<file path="config.mk">
export PLATFORM = sky130hd
export DESIGN_NAME = central_fsm
export DESIGN_NICKNAME = d
export VERILOG_FILES = /design/src/rtl/central_fsm.sv
export SDC_FILE = /design/constraint.sdc
export NUM_CORES = 1
export LEC_CHECK = 0
export CORE_MARGIN = 2
export CORE_UTILIZATION = 35
export DETAILED_ROUTE_END_ITERATION = 16
export PLACE_DENSITY = 0.64
export SETUP_SLACK_MARGIN = 0.4
export SYNTH_ARGS = -nofsm -noshare
export SYNTH_HDL_FRONTEND = slang
export SYNTH_SLANG_ARGS = --single-unit
</file>
<file path="constraint.sdc">
create_clock -name clk -period 2.21 [get_ports clk]
set_input_delay 0.663 -clock clk [delete_from_list [all_inputs] [get_ports clk]]
set_output_delay 0.663 -clock clk [all_outputs]
set_load 0.1 [all_outputs]
</file>
<file path="src/rtl/central_fsm.sv">
// Multi-cycle CPU control FSM with memory handshake timeout,
// sticky halt/illegal/timeout status and a retired-instruction counter.
module central_fsm #(
  parameter int OP_W    = 3,
  parameter int TIMEOUT = 16,
  parameter int CNT_W   = 16
) (
  input  logic             clk,
  input  logic             clr,
  input  logic [OP_W-1:0]  op,
  input  logic             mem_ready,
  output logic [1:0]       mux_sum,
  output logic             mux_y,
  output logic             we,
  output logic             en_fetch,
  output logic             r,
  output logic             mem_wr,
  output logic [2:0]       state,
  output logic             halted,
  output logic             illegal,
  output logic             timeout,
  output logic [CNT_W-1:0] retired
);

  localparam int WW = (TIMEOUT > 1) ? $clog2(TIMEOUT) : 1;

  typedef enum logic [2:0] {
    S_FETCH  = 3'd0,
    S_DECODE = 3'd1,
    S_EXEC   = 3'd2,
    S_MEM    = 3'd3,
    S_WB     = 3'd4,
    S_HALT   = 3'd5
  } state_e;

  localparam logic [2:0] OP_ADD   = 3'b000;
  localparam logic [2:0] OP_SUB   = 3'b001;
  localparam logic [2:0] OP_LOAD  = 3'b010;
  localparam logic [2:0] OP_STORE = 3'b011;
  localparam logic [2:0] OP_MOVY  = 3'b100;
  localparam logic [2:0] OP_NOP   = 3'b101;

  state_e           state_q, state_d;
  logic [2:0]       op_q, op_d;
  logic [WW-1:0]    wait_q, wait_d;
  logic [CNT_W-1:0] ret_q, ret_d;
  logic             halted_q, halted_d;
  logic             illegal_q, illegal_d;
  logic             tmo_q, tmo_d;

  logic             op_legal;
  logic             tmo_hit;
  logic             in_wait;
  logic [1:0]       alu_sel;
  logic             is_load;
  logic             is_store;

  // op_q keeps only [2:0]: a latched opcode with upper bits set never leaves DECODE
  assign op_legal = ((op >> 3) == '0) && (op[2:0] != 3'b110);
  assign in_wait  = (state_q == S_FETCH) || (state_q == S_MEM);
  assign tmo_hit  = (TIMEOUT > 0) && !mem_ready
                 && (wait_q == WW'(TIMEOUT - 1));

  assign is_load  = (op_q == OP_LOAD);
  assign is_store = (op_q == OP_STORE);

  always_comb begin
    alu_sel = 2'b00;
    unique case (1'b1)
      op_q == OP_SUB:          alu_sel = 2'b01;
      is_load, is_store:       alu_sel = 2'b10;
      op_q == OP_MOVY:         alu_sel = 2'b11;
      default:                 alu_sel = 2'b00;
    endcase
  end

  always_comb begin
    state_d   = state_q;
    op_d      = op_q;
    wait_d    = wait_q;
    ret_d     = ret_q;
    halted_d  = halted_q;
    illegal_d = illegal_q;
    tmo_d     = tmo_q;
    case (state_q)
      S_FETCH: begin
        if (mem_ready) begin
          state_d = S_DECODE;
        end else if (tmo_hit) begin
          state_d = S_HALT;
          tmo_d   = 1'b1;
        end
      end
      S_DECODE: begin
        op_d = op[2:0];
        if (op_legal) begin
          state_d = S_EXEC;
        end else begin
          state_d   = S_HALT;
          illegal_d = 1'b1;
        end
      end
      S_EXEC: begin
        case (op_q)
          OP_ADD, OP_SUB, OP_MOVY: state_d = S_WB;
          OP_LOAD, OP_STORE:       state_d = S_MEM;
          OP_NOP:                  state_d = S_FETCH;
          default:                 state_d = S_HALT;
        endcase
      end
      S_MEM: begin
        if (mem_ready) begin
          state_d = is_load ? S_WB : S_FETCH;
        end else if (tmo_hit) begin
          state_d = S_HALT;
          tmo_d   = 1'b1;
        end
      end
      S_WB:    state_d = S_FETCH;
      S_HALT:  state_d = S_HALT;
      default: state_d = S_HALT;
    endcase

    if (state_d == S_HALT) halted_d = 1'b1;

    if (state_d == S_FETCH &&
        (state_q == S_EXEC || state_q == S_MEM || state_q == S_WB))
      ret_d = ret_q + 1'b1;

    if ((state_d == S_FETCH || state_d == S_MEM) && state_d != state_q)
      wait_d = '0;
    else if (in_wait && !mem_ready)
      wait_d = wait_q + 1'b1;
  end

  always_ff @(posedge clk) begin
    if (clr) begin
      state_q   <= S_FETCH;
      op_q      <= '0;
      wait_q    <= '0;
      ret_q     <= '0;
      halted_q  <= 1'b0;
      illegal_q <= 1'b0;
      tmo_q     <= 1'b0;
    end else begin
      state_q   <= state_d;
      op_q      <= op_d;
      wait_q    <= wait_d;
      ret_q     <= ret_d;
      halted_q  <= halted_d;
      illegal_q <= illegal_d;
      tmo_q     <= tmo_d;
    end
  end

  // Moore decode: only state_q and op_q reach the control outputs
  always_comb begin
    mux_sum  = 2'b00;
    mux_y    = 1'b0;
    we       = 1'b0;
    en_fetch = 1'b0;
    r        = 1'b0;
    mem_wr   = 1'b0;
    unique case (1'b1)
      state_q == S_FETCH: begin
        en_fetch = 1'b1;
        r        = 1'b1;
      end
      state_q == S_EXEC: begin
        mux_sum = alu_sel;
      end
      state_q == S_MEM: begin
        r      = is_load;
        mem_wr = is_store;
      end
      state_q == S_WB: begin
        we      = 1'b1;
        mux_sum = alu_sel;
        mux_y   = is_load;
      end
      default: begin
        mux_sum = 2'b00;
      end
    endcase
  end

  assign state   = state_q;
  assign halted  = halted_q;
  assign illegal = illegal_q;
  assign timeout = tmo_q;
  assign retired = ret_q;

endmodule

</file>
==> run metrics <==
Final nets=288; flop and latch count out of synthesis=29; Final Hold Vio Count=0; Cells after Synth=197; most frequent cells in the layout=48 x buf_4, 18 x buf_12, 15 x buf_6; Final WS setup=0.08578 ns; initial drt markers=62; Die Y=73.68 um; n_diodes=0; final wirelength=5766 um; Util after Layout=0.6699; gr usage total=0.2056; most common cell after layout, fill and taps aside=buf_4; WHS=0.4477 ns; num rows=25; Post-DRT Antenna Nets=0; cells along the critical path=nand2b_4 > a2111oi_4 > buf_12; Tot Pwr=2.687 mW; Synth Area in XOR/XNOR=0.02062; Fill cells=363; input/output buffers=34; CP Class=reg2out; syn_area_per_cell=8.625 um2; clock buffer depth=2; Layout area overhead=84.98%; Clock Latency Late Sink=0.29 ns; placed inst area=0.002465 mm2; Cell Area, Synth=0.001699 mm2; PD cells=855.0 mW/mm2; post-synth cell types=54; CTS sink count=29; Max-slew headroom=0.7217; crit end category=output port; CTS tree=done; CP Max Fanout=4; RePlAce Congestion=0.8321; slowest stage cell, crit path=a2111oi_4; ranking of synthesized cells by area=dfxtp_1 34%, a21oi_1 5.6%, o31ai_1 4.4%; Non-Filler Instances=335; Post-synth EDFFs=0; status=completed; Yosys top cell by area=dfxtp_1; global route overflow=0; FMAX=470.8 MHz; IO Pins=35; largest family of logic cells by synthesized area=simple AND/OR/NAND/NOR gates; Max-Cap Viols=0; max incr delay on CP=0.40 ns; crit start category=register; post-synthesis compound-gate area fraction=0.2290; final non-filler cell area=0.003143 mm2; Initial Utilization=0.3621; die footprint=0.005428 mm2; largest net degree at the start of global routing=27; DR vias=1877; Worst-Margin Slew=0.4162 ns; post-synth top area share=0.3417; leak pwr=1.196 nW; Syn Nets=205; pre-CTS setup slack=-0.3340 ns; DRC viols=0; first-pass GRT wire length=8473 um; Die X=73.68 um; Tmin final=2.124 ns; top cell family by delay on the critical path=compound AO/OA/AOI/OAI gates; core box area=0.004692 mm2; Layout Skew=0.005219 ns; share of layout cells above drive strength 1=0.5979; WP buf/inv=1; Inserted Clock Buffers=5; Required @ worst endpoint=1.55 ns; Post-DP HPWL=3036 um; register area share after synthesis=0.3417; worst vdd ir=0.9592 mV; Final Cycle Share=0.9612; Hold Path Class=reg2reg; DR vias/cell=5.603; Placed Cells=297; Arr. time, crit path=1.46 ns; Simple-Gate Fraction of Synth Area=0.3034; Setup Viol. Count Final=0; mux cell area share after synthesis=0.03903; mean routed wirelength per cell=17.21 um; CTS Root Cell=clkbuf_8; H-tree Lvls=2; Clock Pin Slew Worst Setup and Hold Paths=0.07 ns; router iterations before antenna repair=4; ys async rst share=0; fin. max-slew vios=0; RSZ-0062 raised after global routing=yes; Syn. warnings=0; number of global-route vias before repair=1771; initial antenna violation count=0; Fin Setup TNS=0 ns; Adder-Cell Fraction of Synth Area=0.01473; main flop type after synthesis=dfxtp_1
==> synth_stat cells, types with 2 or more instances <==
master / n
or4_1: 9
ha_1: 2
nor2b_1: 4
nand2b_1: 2
buf_6: 2
mux2i_1: 4
nor2_1: 17
buf_4: 2
or4_4: 2
nand3_1: 10
o21ai_1: 3
clkbuf_1: 4
and3_1: 6
a31oi_1: 2
a21oi_1: 19
o21a_1: 4
nor3b_1: 2
xnor2_1: 2
inv_1: 4
buf_2: 4
and4_1: 3
a22oi_1: 2
o31a_1: 3
dfxtp_1: 29
nor4_1: 4
a211oi_1: 3
and3b_1: 3
xor2_1: 2
nand4_1: 4
o31ai_1: 10
nand2_1: 7
==> kinds of logic (layout without fill, tap and decap cells) <==
logic type	count (synthesis)	after routing
flops	29	29
xor+xnor	4	4
buf+inv	16	100
compound gates	56	56
simple gates	84	84
mux	6	6
fa+ha+maj	2	2
==> power breakdown <==
group	internal (mW)	switching, mW
clock network	0.368	0.229
logic	0.669	0.791
registers	0.570	0.0615
==> worst min-delay path, stage by stage (launching register included) <==
cell     delay [ns]
dfxtp_1        0.31
inv_1          0.04
a21oi_1        0.05
==> metal layers <==
metal / vias up / track usage / share of wire
met4: 0 / 0.1030 / 0.038
met2: 55 / 0.3383 / 0.50
met5: - / 0 / 0
met1: 883 / 0.2510 / 0.42
li1: 923 / - / -
met3: 16 / 0.04527 / 0.040
==> worst paths after layout <==
path / start / endpoint / slack [ns] / depth (start not counted)
max reg2reg: state[2]$_SDFF_PP0_ / retired[7]$_SDFFE_PP0P_ / 0.10 / 9
max: state[2]$_SDFF_PP0_ / mux_sum[0] / 0.09 / 3
min: halted$_SDFFE_PP0N_ / halted$_SDFFE_PP0N_ / 0.45 / 2
min reg2reg: halted$_SDFFE_PP0N_ / halted$_SDFFE_PP0N_ / 0.45 / 2
==> cell type report <==
cell class                      instances  area, um2  area share
Inverter                                4      15.01    0.004777
Multi-Input combinational cell        152       1330      0.4232
Clock inverter                          1      30.03    0.009554
Tap cell                               54      67.56     0.02150
Timing Repair Buffer                   88      999.7      0.3181
Sequential cell                        29      614.3      0.1955
Clock buffer                            7      86.33     0.02747
==> state kept, by name, summed over array words and instances, names as in the netlist <==
signal / flops
halted: 1
state: 3
retired: 16
illegal: 1
op_q: 3
wait_q: 4
timeout: 1
==> timing repair <==
item | 4_1_cts | 5_1_grt
setup buffers | 18 | 9
gates resized for setup | 33 | 49
endpoints found under the setup margin | 30 | 30
pin swaps | 32 | 25
hold buffers | 0 | 0
cloned | 2 | 1
(Power assumes the default switching activity.)
